<file path="config.mk">
export PLATFORM = sky130hd
export DESIGN_NAME = fir_coeff_loader
export DESIGN_NICKNAME = d
export VERILOG_FILES = /design/src/rtl/fir_coeff_loader.sv
export SDC_FILE = /design/constraint.sdc
export NUM_CORES = 1
export LEC_CHECK = 0
export ABC_CLOCK_PERIOD_IN_PS = 1800
export CORE_ASPECT_RATIO = 0.7
export CORE_UTILIZATION = 40
export CTS_BUF_LIST = sky130_fd_sc_hd__clkbuf_4 sky130_fd_sc_hd__clkbuf_8
export DETAILED_ROUTE_END_ITERATION = 6
export GPL_TIMING_DRIVEN = 0
export PLACE_DENSITY_LB_ADDON = 0.08
export SYNTH_ARGS = -nofsm -noshare
export SYNTH_HDL_FRONTEND = slang
export SYNTH_SLANG_ARGS = --single-unit
export TNS_END_PERCENT = 20
</file>
<file path="constraint.sdc">
create_clock -name clk_i -period 1.8 [get_ports clk_i]
set_input_delay 0.36 -clock clk_i [delete_from_list [all_inputs] [get_ports clk_i]]
set_output_delay 0.36 -clock clk_i [all_outputs]
set_load 0.005 [all_outputs]
</file>
<file path="src/rtl/fir_coeff_loader.sv">
// fir_coeff_loader
// Writes a COEF_COUNT-word coefficient burst (COEF_COUNT = MEMORY_DEPTH/2)
// from a valid/ready stream into the FIR h memory. A pending or active load
// raises filter_hold_o so no new filter run starts. Writing begins only
// after the filter's h-memory read port (busy_i) is quiet.
//
// Ports
//   clk_i, rst_i    : clock, asynchronous active-high reset
//   load_start_i    : request a load (sampled in IDLE / ERR only)
//   busy_i          : filter h-memory read enable
//   coef_valid_i    : stream beat valid
//   coef_data_i     : stream beat data (FP32 coefficient)
//   coef_last_i     : final beat marker
//   coef_ready_o    : beat accepted when high (high only in LOAD)
//   we_h_o          : registered h-memory write enable
//   addr_h_o        : registered h-memory write address
//   data_h_o        : registered h-memory write data
//   filter_hold_o   : blocks filter ce_i while high
//   load_done_o     : one-cycle pulse on successful completion
//   load_err_o      : framing-error level, cleared by the next start
module fir_coeff_loader #(
  parameter int MEMORY_DEPTH  = 4,
  parameter int ADDRESS_WIDTH = 2,
  parameter int DATA_WIDTH    = 32
) (
  input  logic                     clk_i,
  input  logic                     rst_i,
  input  logic                     load_start_i,
  input  logic                     busy_i,
  input  logic                     coef_valid_i,
  input  logic [DATA_WIDTH-1:0]    coef_data_i,
  input  logic                     coef_last_i,
  output logic                     coef_ready_o,
  output logic                     we_h_o,
  output logic [ADDRESS_WIDTH-1:0] addr_h_o,
  output logic [DATA_WIDTH-1:0]    data_h_o,
  output logic                     filter_hold_o,
  output logic                     load_done_o,
  output logic                     load_err_o
);

  localparam int COEF_COUNT = MEMORY_DEPTH / 2;
  localparam logic [ADDRESS_WIDTH-1:0] LAST_INDEX = ADDRESS_WIDTH'(COEF_COUNT - 1);

  typedef enum logic [2:0] {
    IDLE,
    WAIT_QUIET,
    LOAD,
    DONE,
    ERR
  } state_t;

  state_t                   state;
  logic [ADDRESS_WIDTH-1:0] index;

  assign coef_ready_o = (state == LOAD);

  always_ff @(posedge clk_i or posedge rst_i) begin
    if (rst_i) begin
      state         <= IDLE;
      index         <= '0;
      we_h_o        <= 1'b0;
      addr_h_o      <= '0;
      data_h_o      <= '0;
      filter_hold_o <= 1'b0;
      load_done_o   <= 1'b0;
      load_err_o    <= 1'b0;
    end else begin
      we_h_o      <= 1'b0;
      load_done_o <= 1'b0;
      case (state)
        IDLE: begin
          index <= '0;
          if (load_start_i) begin
            state         <= WAIT_QUIET;
            filter_hold_o <= 1'b1;
          end
        end
        WAIT_QUIET: begin
          if (!busy_i) state <= LOAD;
        end
        LOAD: begin
          if (coef_valid_i) begin
            we_h_o   <= 1'b1;
            addr_h_o <= index;
            data_h_o <= coef_data_i;
            if (index == LAST_INDEX) begin
              // Final slot: the word is written whether or not framing is right.
              if (coef_last_i) begin
                state <= DONE;
              end else begin
                state      <= ERR;
                load_err_o <= 1'b1;
              end
            end else if (coef_last_i) begin
              state      <= ERR;
              load_err_o <= 1'b1;
            end else begin
              index <= index + 1'b1;
            end
          end
        end
        DONE: begin
          // Extra cycle lets the final write land while hold is still high.
          state         <= IDLE;
          filter_hold_o <= 1'b0;
          load_done_o   <= 1'b1;
        end
        ERR: begin
          // Hold stays asserted: the coefficient set is incomplete.
          if (load_start_i) begin
            state      <= WAIT_QUIET;
            load_err_o <= 1'b0;
            index      <= '0;
          end
        end
        default: state <= IDLE;
      endcase
    end
  end

endmodule

</file>
==> run metrics <==
TritonCTS clock tree=done; clock skew=approximately 0.0052 ns; drt wl/cell=~15 µm; Via Count=roughly 1200; Post-synth EDFFs=0; Pwr Density=between 1500 and 2000 mW/mm²; Worst slew margin=0.426; number of global-route vias before repair=approximately 1300; area grow syn2layout=52.4%; critical path class=in -> reg; Die H=57.8 µm; # setup viols final=0; Non-Filler Instances=between 200 and 300; post-synthesis sequential area ratio=0.604; setup repair bufs after CTS=0; WP data arrival=~1.8 ns; maxcap violations=0; first-pass GRT wire length=a little under 6000 µm; Crit. Startpoint=coef_valid_i; layout cell share with drive strength beyond 1=0.235; synth top area cells=dfrtp_1, mux2_2, mux2_4, mux2_1, o21ai_0; Iteration-0 DRC Markers=27; HP Start=data_h_o[8]; Worst-path clk slew=approximately 0.070 ns; worst setup margin=about 0.13 ns; DRC=0; Sequential Power Share=0.406; TritonRoute pass-1 iters=4; ys flop type=dfrtp_1; asr flop ratio synth=1.00; RR Startpoint=state[2]; die area=about 0.0047 mm²; total congestion overflow=0; Yosys top cell area share=0.604; R2R Path End=data_h_o[9]; Worst Tran Pin Value=~0.86 ns; Final TNS setup=0 ns; Yosys reg bits=43; initial antenna violation count=0; min cycle time layout=about 1.7 ns; Synth Area per Inst=around 15 µm²; largest net degree at the start of global routing=44; LEAKAGE=~1.2 nW; WP data required=roughly 2.0 ns; # diodes=0; Synthesis Warnings=0; Unique masters post-synth=28; pre-CTS setup slack=-0.183 ns; period utilization=0.930; CTS hold repair buffers=0; most common cell in the netlist=dfrtp_1; final hold viol count=0; number of H-tree levels=2; commonest cells in the netlist=dfrtp_1, mux2_2, mux2_4; Netlist Area Pre-Place=approximately 0.0018 mm²; clock power share=0.161; cell taking the most area after synthesis=dfrtp_1; Vias per Instance=between 4 and 5; DP Cell Count=244; Fmax=~600 MHz; VDD IR-drop max=0.865 mV; R2R Setup Slk=0.14 ns; critical path peak fanout=10; RSZ-0062 raised after global routing=no; row count=19; DRT Wirelength=~3700 µm; core area=around 0.0041 mm²; combined area of the multi-input logic cells=~630 µm²; GR Util All Layers=0.168; P_sw=0.00108 W; DP HPWL=~2800 µm; worst skew pair latency=between 0.2 and 0.3 ns; Register-to-Register Path Depth=5; endpoint class of the critical path=register; Filler cells=between 300 and 400; Switching Share=0.263; Die Wd=81.8 µm; P_int=0.00302 W; clock sinks=43; startpoint types=primary input; IO buf count=76; clk root buf=clkbuf_8; status=completed; Worst Hold End=data_h_o[8]; Max Root-Sink Buffers=2; Synth Net Count=~160; Max Slew Vio Count=0; Post-Synthesis Cells=116; Register Area=0.00108 mm²; CTS resizes=2; TritonCTS buffer count=5; Tightest Hold Check Type=reg -> reg; combinational fraction of design power=0.433; ANT nets after route=0; GP Congestion=approximately 0.82; Initial Util=0.436; Hold Path Depth=1; nets=238; # IOs=77
## critical path: stages
cell             delay, ns
clkdlybuf4s50_1       0.53
nor4bb_4              0.26
buf_6                 0.21
buf_8                 0.15
mux2_1                0.32
## cells in the final DEF (no fill, tap or decap)
master and count:
dfrtp_1 43, xor2_1 1, clkbuf_4 1, nor4bb_4 1
mux2_4 10, nand2_1 1, buf_6 1, clkbuf_8 7
or2_2 1, nand2_2 1, ha_1 1, mux2_2 18
nor2b_1 1, inv_1 4, o22ai_2 1, buf_4 2
nor3_2 1, a41oi_1 1, a21oi_1 2, a21o_1 1
mux2_1 6, buf_8 1, buf_12 1, nor3_1 1
o21ai_0 6, nor4_1 1, o22ai_1 1, nor2_1 3
clkdlybuf4s50_1 75, and3_1 1, inv_2 1, a32o_1 2
dlygate4sd2_1 1, nand3b_1 1
## stage by stage
step                total power (W)  hold slack [ns]  utilization  instance area [µm²]
finish                      0.00409            0.491        0.664                 2720
global route                0.00438            0.523        0.664                 2720
CTS                         0.00416            0.497        0.664                 2720
detailed placement          0.00347            0.480        0.638                 2610
global placement            0.00340            0.467        0.638                 2610
floorplan                   0.00240            0.480            -                 1780
## power groups by stage
| stage | registers [W] | logic (W) | clock network, W |
|---|---|---|---|
| floorplan | 0.00168 | 0.000726 | 0 |
| global placement | 0.00164 | 0.00175 | 0 |
| detailed placement | 0.00167 | 0.00180 | 0 |
| CTS | 0.00167 | 0.00180 | 0.000687 |
| global route | 0.00172 | 0.00192 | 0.000736 |
| finish | 0.00166 | 0.00177 | 0.000658 |
## cell families (layout without fill, tap and decap cells)
family	after synthesis	count (layout)	synth area share
muxes	34	34	0.236
AOI/OAI and AO/OA	14	14	0.0534
DFF	43	43	0.604
xor gates and xnor gates	1	1	0.00492
buffers and inverters	10	94	0.0449
adders and majority gates	1	1	0.00702
and+or+nand+nor	13	13	0.0499
## worst max path at each step
stage                  end  slack (ns)  depth (start not counted)
6_report       data_h_o[9]        0.13                          5
4_1_cts        data_h_o[8]        0.12                          5
3_3_place_gp      state[1]       -0.35                          2
2_1_floorplan  addr_h_o[1]        0.26                          5
3_5_place_dp   data_h_o[8]       -0.18                          5
5_1_grt        data_h_o[8]        0.03                          5
## registers in the layout, summed over array words and instances (netlist names)
name / flops
load_done_o: 1
data_h_o: 32
addr_h_o: 2
we_h_o: 1
load_err_o: 1
index: 2
filter_hold_o: 1
state: 3
## layer usage
layer | routed length (µm) | GRT usage | vias to the layer above
met5 | 0 | 0 | -
met2 | 1760 | 0.275 | 58
met1 | 1600 | 0.215 | 591
met4 | 49 | 0.0426 | 0
met3 | 300 | 0.0551 | 6
li1 | - | - | 574
## cell type report
class | count | area share
multi-input combinational | 63 | 0.232
clock buffer | 8 | 0.0382
inverter | 5 | 0.00691
buffer | 5 | 0.0226
sequential | 43 | 0.396
timing repair buffer | 76 | 0.280
tap | 52 | 0.0240
(Power assumes the default switching activity.)
